$ cat src/rtl/cfg_loader_pkg.sv
// cfg_loader_pkg: shared FSM state type and sizing helpers for the config-chain loader
package cfg_loader_pkg;
   typedef enum logic [1:0] {IDLE, LOAD, LATCH, FINISH} cfg_state_t;
   function automatic int nwords(input int chain_len, input int word_w);
      return (chain_len + word_w - 1) / word_w;
   endfunction
   function automatic int cnt_w(input int n);
      return $clog2(n + 1);
   endfunction
endpackage

$ cat src/rtl/cfg_word_serializer.sv
// cfg_word_serializer: one-word buffer that feeds the chain one bit per cycle, LSB first
//   clr_i        drop the buffered word and bit position
//   room_i       loader is in LOAD and still owes words
//   last_word_i  the next accepted word is the last one (only its low bits are used)
//   wr_*         host word stream; wr_ready_o/accept_o report the handshake
//   shift_o      a buffered bit is being shifted this cycle; bit_o is that bit
module cfg_word_serializer import cfg_loader_pkg::*; #(
   parameter int WORD_W    = 32,
   parameter int CHAIN_LEN = 160
) (
   input  logic              clk,
   input  logic              rst,
   input  logic              clr_i,
   input  logic              room_i,
   input  logic              last_word_i,
   input  logic              wr_valid_i,
   input  logic [WORD_W-1:0] wr_data_i,
   output logic              wr_ready_o,
   output logic              accept_o,
   output logic              shift_o,
   output logic              bit_o
);
   localparam int NW   = nwords(CHAIN_LEN, WORD_W);
   localparam int LAST = CHAIN_LEN - (NW - 1) * WORD_W;
   localparam int BW   = cnt_w(WORD_W);
   logic [WORD_W-1:0] data_q, data_d;
   logic [BW-1:0]     idx_q, idx_d, nbits_q, nbits_d;
   logic              last_bit;
   // nbits_q == 0 means empty; the word is shifted right so bit 0 is always the current bit
   assign shift_o    = nbits_q != '0;
   assign last_bit   = shift_o && idx_q == nbits_q - BW'(1);
   // refilling on the last bit keeps a held-valid host gapless
   assign wr_ready_o = room_i && (!shift_o || last_bit);
   assign accept_o   = wr_valid_i && wr_ready_o;
   assign bit_o      = shift_o && data_q[0];
   always_comb begin
      data_d  = clr_i ? '0 : accept_o ? wr_data_i : shift_o ? data_q >> 1 : data_q;
      idx_d   = (clr_i || accept_o || last_bit) ? '0 : shift_o ? idx_q + BW'(1) : idx_q;
      nbits_d = clr_i ? '0 : accept_o ? BW'(last_word_i ? LAST : WORD_W) : last_bit ? '0 : nbits_q;
   end
   always_ff @(posedge clk or negedge rst)
      if (!rst) begin
         data_q  <= '0;
         idx_q   <= '0;
         nbits_q <= '0;
      end else begin
         data_q  <= data_d;
         idx_q   <= idx_d;
         nbits_q <= nbits_d;
      end
endmodule

$ cat src/rtl/cfg_chain_loader.sv
// cfg_chain_loader: loads host words serially into the slice config chain, latches them, and packs readback
//   clk/rst            clock, async active-low reset
//   start/abort/busy/done   load control and status
//   wr_valid/wr_ready/wr_data   host word stream
//   cfg_shift_en/cfg_shift_data/cfg_set/cfg_shift_return   chain interface
//   rd_valid/rd_data   readback word pulse
module cfg_chain_loader import cfg_loader_pkg::*; #(
   parameter int WORD_W    = 32,
   parameter int CHAIN_LEN = 160
) (
   input  logic              clk,
   input  logic              rst,
   input  logic              start,
   input  logic              abort,
   output logic              busy,
   output logic              done,
   input  logic              wr_valid,
   output logic              wr_ready,
   input  logic [WORD_W-1:0] wr_data,
   output logic              cfg_shift_en,
   output logic              cfg_shift_data,
   output logic              cfg_set,
   input  logic              cfg_shift_return,
   output logic              rd_valid,
   output logic [WORD_W-1:0] rd_data
);
   localparam int NW = nwords(CHAIN_LEN, WORD_W);
   localparam int WW = cnt_w(NW);
   localparam int BB = cnt_w(CHAIN_LEN);
   localparam int RB = cnt_w(WORD_W);
   cfg_state_t        state_q, state_d;
   logic [WW-1:0]     words_q, words_d;
   logic [BB-1:0]     bits_q, bits_d;
   logic [RB-1:0]     rb_cnt_q, rb_cnt_d;
   logic [WORD_W-1:0] rb_q, rb_d, rd_data_q, rd_data_d, rb_new;
   logic              rd_valid_q, rd_valid_d;
   logic              run, room, accept, shift, bit_v, final_bit, word_full;
   // run low clears every counter and the buffer, so abort and leaving LOAD share one path
   assign run       = state_q == LOAD && !abort;
   assign room      = state_q == LOAD && words_q != WW'(NW);
   assign final_bit = shift && bits_q == BB'(CHAIN_LEN - 1);
   assign word_full = rb_cnt_q == RB'(WORD_W - 1) || final_bit;
   assign rb_new    = rb_q | (WORD_W'(cfg_shift_return) << rb_cnt_q);
   cfg_word_serializer #(.WORD_W(WORD_W), .CHAIN_LEN(CHAIN_LEN)) u_ser (
      .clk         (clk),
      .rst         (rst),
      .clr_i       (!run),
      .room_i      (room),
      .last_word_i (words_q == WW'(NW - 1)),
      .wr_valid_i  (wr_valid),
      .wr_data_i   (wr_data),
      .wr_ready_o  (wr_ready),
      .accept_o    (accept),
      .shift_o     (shift),
      .bit_o       (bit_v)
   );
   always_comb begin
      case (state_q)
         IDLE:    state_d = start ? LOAD : IDLE;
         LOAD:    state_d = final_bit ? LATCH : LOAD;
         LATCH:   state_d = FINISH;
         default: state_d = IDLE;
      endcase
      if (abort) state_d = IDLE;
      words_d    = run ? words_q + WW'(accept) : '0;
      bits_d     = run ? bits_q + BB'(shift) : '0;
      rb_d       = !run ? '0 : !shift ? rb_q : word_full ? '0 : rb_new;
      rb_cnt_d   = !run ? '0 : !shift ? rb_cnt_q : word_full ? '0 : rb_cnt_q + RB'(1);
      rd_valid_d = run && shift && word_full;
      rd_data_d  = rd_valid_d ? rb_new : rd_data_q;
   end
   always_ff @(posedge clk or negedge rst)
      if (!rst) begin
         state_q    <= IDLE;
         words_q    <= '0;
         bits_q     <= '0;
         rb_q       <= '0;
         rb_cnt_q   <= '0;
         rd_valid_q <= 1'b0;
         rd_data_q  <= '0;
      end else begin
         state_q    <= state_d;
         words_q    <= words_d;
         bits_q     <= bits_d;
         rb_q       <= rb_d;
         rb_cnt_q   <= rb_cnt_d;
         rd_valid_q <= rd_valid_d;
         rd_data_q  <= rd_data_d;
      end
   assign busy           = state_q != IDLE;
   assign done           = state_q == FINISH;
   assign cfg_set        = state_q == LATCH;
   assign cfg_shift_en   = shift;
   assign cfg_shift_data = bit_v;
   assign rd_valid       = rd_valid_q;
   assign rd_data        = rd_data_q;
endmodule

$ cat config.mk
export PLATFORM = sky130hd
export DESIGN_NAME = cfg_chain_loader
export DESIGN_NICKNAME = d
export VERILOG_FILES = /design/src/rtl/cfg_loader_pkg.sv /design/src/rtl/cfg_word_serializer.sv /design/src/rtl/cfg_chain_loader.sv
export SDC_FILE = /design/constraint.sdc
export NUM_CORES = 1
export LEC_CHECK = 0
export BUFFER_PORTS_ARGS = -buffer_cell sky130_fd_sc_hd__buf_2
export CORE_MARGIN = 4
export CORE_UTILIZATION = 62
export DETAILED_ROUTE_END_ITERATION = 10
export HOLD_SLACK_MARGIN = 0.06
export PLACE_DENSITY = 0.85
export REMOVE_ABC_BUFFERS = 1
export SETUP_SLACK_MARGIN = 0.5
export SYNTH_ARGS = -nofsm -noshare
export SYNTH_HDL_FRONTEND = slang
export SYNTH_SLANG_ARGS = --single-unit
$ cat constraint.sdc
create_clock -name clk -period 3.4 [get_ports clk]
set_input_delay 0.85 -clock clk [delete_from_list [all_inputs] [get_ports clk]]
set_output_delay 0.85 -clock clk [all_outputs]
set_load 0.01 [all_outputs]
; ---- Word level (Yosys, flattened, before mapping)
; Cells that the tools add are included.
[word_totals]
input_bits = 38
regBits = 128
elab_cells = 67
out_inout_bits = 39
[classes]
addsub = 5
bitwise_logic = 1
n_eq_ne = 10
reduce_logical = 20
shift = 1
muxes = 20
[ops]
columns = operator, n
row1 = two-way mux 32 bit, 6
row2 = two-way mux 6 bit, 8
row3 = OR 32 bit, 1
row4 = << shifter 1 x 6 -> 32 bit, 1
row5 = "adder 6 x 1 -> 6 bit, second input constant", 2
row6 = logical AND 1 bit, 9
row7 = adder 8 x 1 -> 8 bit, 1
row8 = "equality test 8 bit, second input constant", 1
row9 = two-way mux 8 bit, 1
row10 = "equality test 6 x 5 -> 1 bit, second input constant", 1
row11 = equality test 6 bit, 1
row12 = "!= test 3 x 1 -> 1 bit, second input constant", 2
row13 = case mux 2 bit (3 select lines), 1
row14 = nonzero test 6 bit, 1
row15 = "subtractor 6 x 1 -> 6 bit, second input constant", 1
row16 = "equality test 2 bit, second input constant", 2
row17 = logical OR 1 bit, 4
row18 = two-way mux 2 bit, 2
row19 = nonzero test 2 bit, 2
row20 = adder 3 x 1 -> 3 bit, 1
row21 = logical NOT 1 bit, 3
row22 = two-way mux 3 bit, 1
row23 = "!= test 3 bit, second input constant", 1
row24 = "equality test 2 x 1 -> 1 bit, second input constant", 1
row25 = 3 further kinds, 3

; ---- Logic depth before layout (Yosys ltp)
[logic_depth]
depth_word = 9
ltp_mapped = 9

; ---- Hierarchy
; From an unflattened synthesis, not the netlist that was laid out.
[hier_totals]
cells_unflattened = 608
hier_area_um2 = 6110.9
[by_module_without_submodules]
columns = mod, n_inst, area_each_um2, cells_per_inst
row1 = cfg_chain_loader, 1, 3723.6, 381
row2 = cfg_word_serializer, 1, 2387.3, 227

; ---- Least setup slack after synthesis
; OpenSTA, ideal clock, no wires.
[synth_path]
path_type = register to register
startpoint = register u_ser.idx_q[0]
endpoint = register words_q[2]
setup_slack_ns = 1.158
t_arrival_ns = 2.110
stages_incl_launch_ff = 10
required_time_ns = 3.268
n_path_buf = 1
path_cell_list = dfrtp_1 ha_1 and3_1 a31oi_1 nor2_1 clkbuf_1 ha_1 ha_1 xnor2_1 nor2_1
[synth_between]
elab_chain_len = 7
[synth_lines]
columns = element, line
row1 = from (decl), cfg_word_serializer.sv:27  ; logic [BW-1:0] idx_q, idx_d, nbits_q, nbits_d;
row2 = from (signal assigned), cfg_word_serializer.sv:48  ; idx_q <= idx_d;
row3 = equality test 6 bit, cfg_word_serializer.sv:31  ; assign last_bit = shift_o && idx_q == nbits_q - BW'(1);
row4 = logical AND 1 bit, cfg_word_serializer.sv:31
row5 = logical OR 1 bit, cfg_word_serializer.sv:33  ; assign wr_ready_o = room_i && (!shift_o || last_bit);
row6 = logical AND 1 bit, cfg_word_serializer.sv:33
row7 = logical AND 1 bit, cfg_word_serializer.sv:34  ; assign accept_o = wr_valid_i && wr_ready_o;
row8 = adder 3 x 1 -> 3 bit, cfg_chain_loader.sv:65  ; words_d = run ? words_q + WW'(accept) : '0;
row9 = two-way mux 3 bit, cfg_chain_loader.sv:65
row10 = via words_d[2], cfg_chain_loader.sv:32  ; logic [WW-1:0] words_q, words_d;
row11 = to (signal assigned), cfg_chain_loader.sv:83  ; words_q <= words_d;
row12 = to (decl), cfg_chain_loader.sv:32
; The timed path passes the listed nets, and every way through them passes these cells.
; A chain may end at the register's enable or synchronous reset.

; ---- Final worst setup path
[layout_path]
startpoint = register u_ser.idx_q[0]
endpoint = output wr_ready
[layout_between]
elab_chain_len = 4
[layout_lines]
columns = element, line
row1 = equality test 6 bit, cfg_word_serializer.sv:31
row2 = logical AND 1 bit, cfg_word_serializer.sv:31
row3 = logical OR 1 bit, cfg_word_serializer.sv:33
row4 = logical AND 1 bit, cfg_word_serializer.sv:33
row5 = to (decl), cfg_chain_loader.sv:18  ; output logic wr_ready,
; Every way passes these cells.

==> results.md <==
* DP Wirelength at around 8.0 mm
* Worst-margin pin slew at around 1.1 ns
* Placed insts at 676
* Cells after Synth at 522
* Hold WC Path Type: in -> async
* NumNets Final at 634
* Max_slew headroom at 25.2%
* Post-Route Utilization at 76.9%
* Setup TNS at 0 ns
* Mapped Area at 5730 µm²
* Core area at 8850 µm²
* RSZ-0062 raised after global routing: no
* Max-slew violations at 0
* Site row count at 34
* Worst-path clk slew at approximately 0.06 ns
* PwrDens at 516 nW/µm²
* Crit Path Category: reg -> out
* Number of top-level pins at 77
* IO buf count at 76
* Synth Register Bits at 123
* Post-CTS Hold Fix Bufs at 0
* Post-route insts no fill at 711
* Mapped Avg Cell Area at 11.0 µm²
* Vias at 4583
* Post-synth EDFFs at 0
* Top cells by area, synth: dfrtp_1 54%, mux2i_1 5.9%, o221ai_1 4.7%, o2bb2ai_1 4.7%, a21oi_1 4.6%
* Max Root-Sink Buffers at 2
* Final period util at 81.0%
* Type of origin of the critical path: register
* Post-synthesis sequential area ratio at between 50% and 60%
* Register-to-register setup slack at 0.79 ns
* Largest net degree at the start of global routing at 61
* Initial core utilization at 64.8%
* Routed WL per cell at 18.9 µm
* Fillers at 561
* Drt pass-1 iters at 5
* Ys flop type: dfrtp_1
* Initial antenna violation count at 0
* Async SR Flop Fraction at 100%
* Final Wtd Congestion at 0.834
* Grt ovf at 0
* Post-DP Area at approximately 6000 µm²
* Status: finished, final reports clean
* Chip Width at ~100 µm
* Layout cells sized above 1 at 23.4%
* H-tree depth at 4
* Vias per cell at 6.45
* Hold Violations, Final at 0
* Synth top cells by count: 123 x dfrtp_1, 53 x a21oi_1, 34 x mux2i_1, 34 x nor3_1, 33 x inv_1
* Crit path max fanout at 5
* CTS tree: yes
* Die ar. at roughly 11000 µm²
* Area Growth Syn to Fin at 18.6%
* Global-route wire length before repair at 22.6 mm
* Final ANT Viol Nets at 0
* Clock skew at approximately 0.0085 ns
* Most common cell in the netlist: dfrtp_1
* CP arrival at ~1.9 ns
* Initial drt markers at 335
* Die Span Y at 104 µm
* Cell taking the most area after synthesis: dfrtp_1
* DRC violations left at 0
* Maxcap violations at 0
* Distinct cell type count after synthesis at between 50 and 60
* CTS buffer count at 17
* Count of final setup violators at 0
* CP required at about 2.6 ns
* Peak VDD IR at 0.328 mV
* Root buffer cell: clkbuf_8
* GR Util All Layers at 25.7%
* CP Capture Type: output port
* Final Power at 3.51 mW
* Top cell type's share of synthesized area at between 50% and 60%
* Post-Route WL at 13.5 mm
* Sink Count at 123
* Ant diodes at 0
* Clk_lat worst skew at about 0.52 ns
* Crit path time final at 2.75 ns
* Vias in the first global route at around 4600
* Fmax at roughly 0.36 GHz
* Cell area after layout at roughly 6800 µm²
* Pleak at 3.01 nW
* Number of synthesis warnings at 0
## worst paths after layout
| check | depth (start not counted) | start | to |
|---|---|---|---|
| max | 5 | u_ser.idx_q[0] | wr_ready |
| min | 1 | rst | rb_q[22] |
| max reg2reg | 5 | u_ser.nbits_q[5] | rd_data[2] |
| min reg2reg | 2 | rd_data[16] | rd_data[16] |
| max in group asynchronous | 2 | rst | rb_q[7] |
| min in group clk | 2 | rd_data[16] | rd_data[16] |
## state kept, by name, summed over array words and instances, names as in the netlist
register,cells
bits_q,8
rb_cnt_q,6
state_q,2
rd_valid,1
u_ser.data_q,32
rd_data,32
words_q,3
u_ser.idx_q,6
u_ser.nbits_q,1
rb_q,32
## cells in the final DEF (no fill, tap or decap), types with 12 or more instances in the layout
cell,count
clkbuf_16,16
nor2_1,20
buf_2,75
nor3_1,34
inv_1,33
nand3_1,12
o2bb2ai_1,31
dfrtp_1,123
o221ai_1,31
a31oi_1,19
buf_4,17
a21oi_1,52
mux2i_1,34
## through the flow
stage	hold WS (ns)	worst slack, ns
2_1_floorplan	0.478	-0.226
4_1_cts	0.408	0.542
5_1_grt	0.442	0.561
3_3_place_gp	0.500	0.783
3_5_place_dp	0.507	0.725
6_report	0.387	0.648
## report_power, final
part           leakage [nW]  internal (mW)  switching [mW]
registers              1.53           1.50          0.0214
clock network         0.290           1.13           0.700
logic                  1.18         0.0601           0.105
## cell families (layout without fill, tap and decap cells)
family,count (synthesis),count (layout),synth area share [%]
multiplexers,35,35,6.13
AO/OA/AOI/OAI,150,150,19.2
AND/OR/NAND/NOR,120,120,12.1
buffers and inverters,79,160,6.22
XOR/XNOR,9,9,1.38
adder cells (fa/ha/maj),6,6,1.31
flip-flops,123,123,53.7
## what timing repair did
| action | in CTS | in global routing |
|---|---|---|
| resized for setup | 2 | 0 |
| pin swaps | 0 | 1 |
| setup endpoints to repair | 1 | 1 |
| buffers inserted | 0 | 3 |
## routing by layer
| metal | wire length (µm) | vias to the layer above | track usage [%] |
|---|---|---|---|
| met3 | 994 | 38 | 5.77 |
| li1 | - | 2087 | - |
| met2 | 7040 | 222 | 44.5 |
| met4 | 315 | 0 | 11.8 |
| met1 | 5130 | 2236 | 30.7 |
| met5 | 0 | - | 0 |
## worst max-delay path: stages, from the launching register on
cell and delay, ns:
dfrtp_1 0.41, ha_1 0.23, and3_1 0.25, a31oi_4 0.25, nor2_1 0.10, buf_2 0.15
## final cells by class
class	instances	area (µm²)	area share, %
Clock buffer	17	414	6.09
Clock inverter	15	189	2.78
Inverter	35	131	1.93
Multi-Input combinational cell	320	2330	34.3
Sequential cell	123	3080	45.3
Tap cell	108	135	1.99
Timing Repair Buffer	93	523	7.69
No activity file was read; power rests on OpenSTA's default activity.
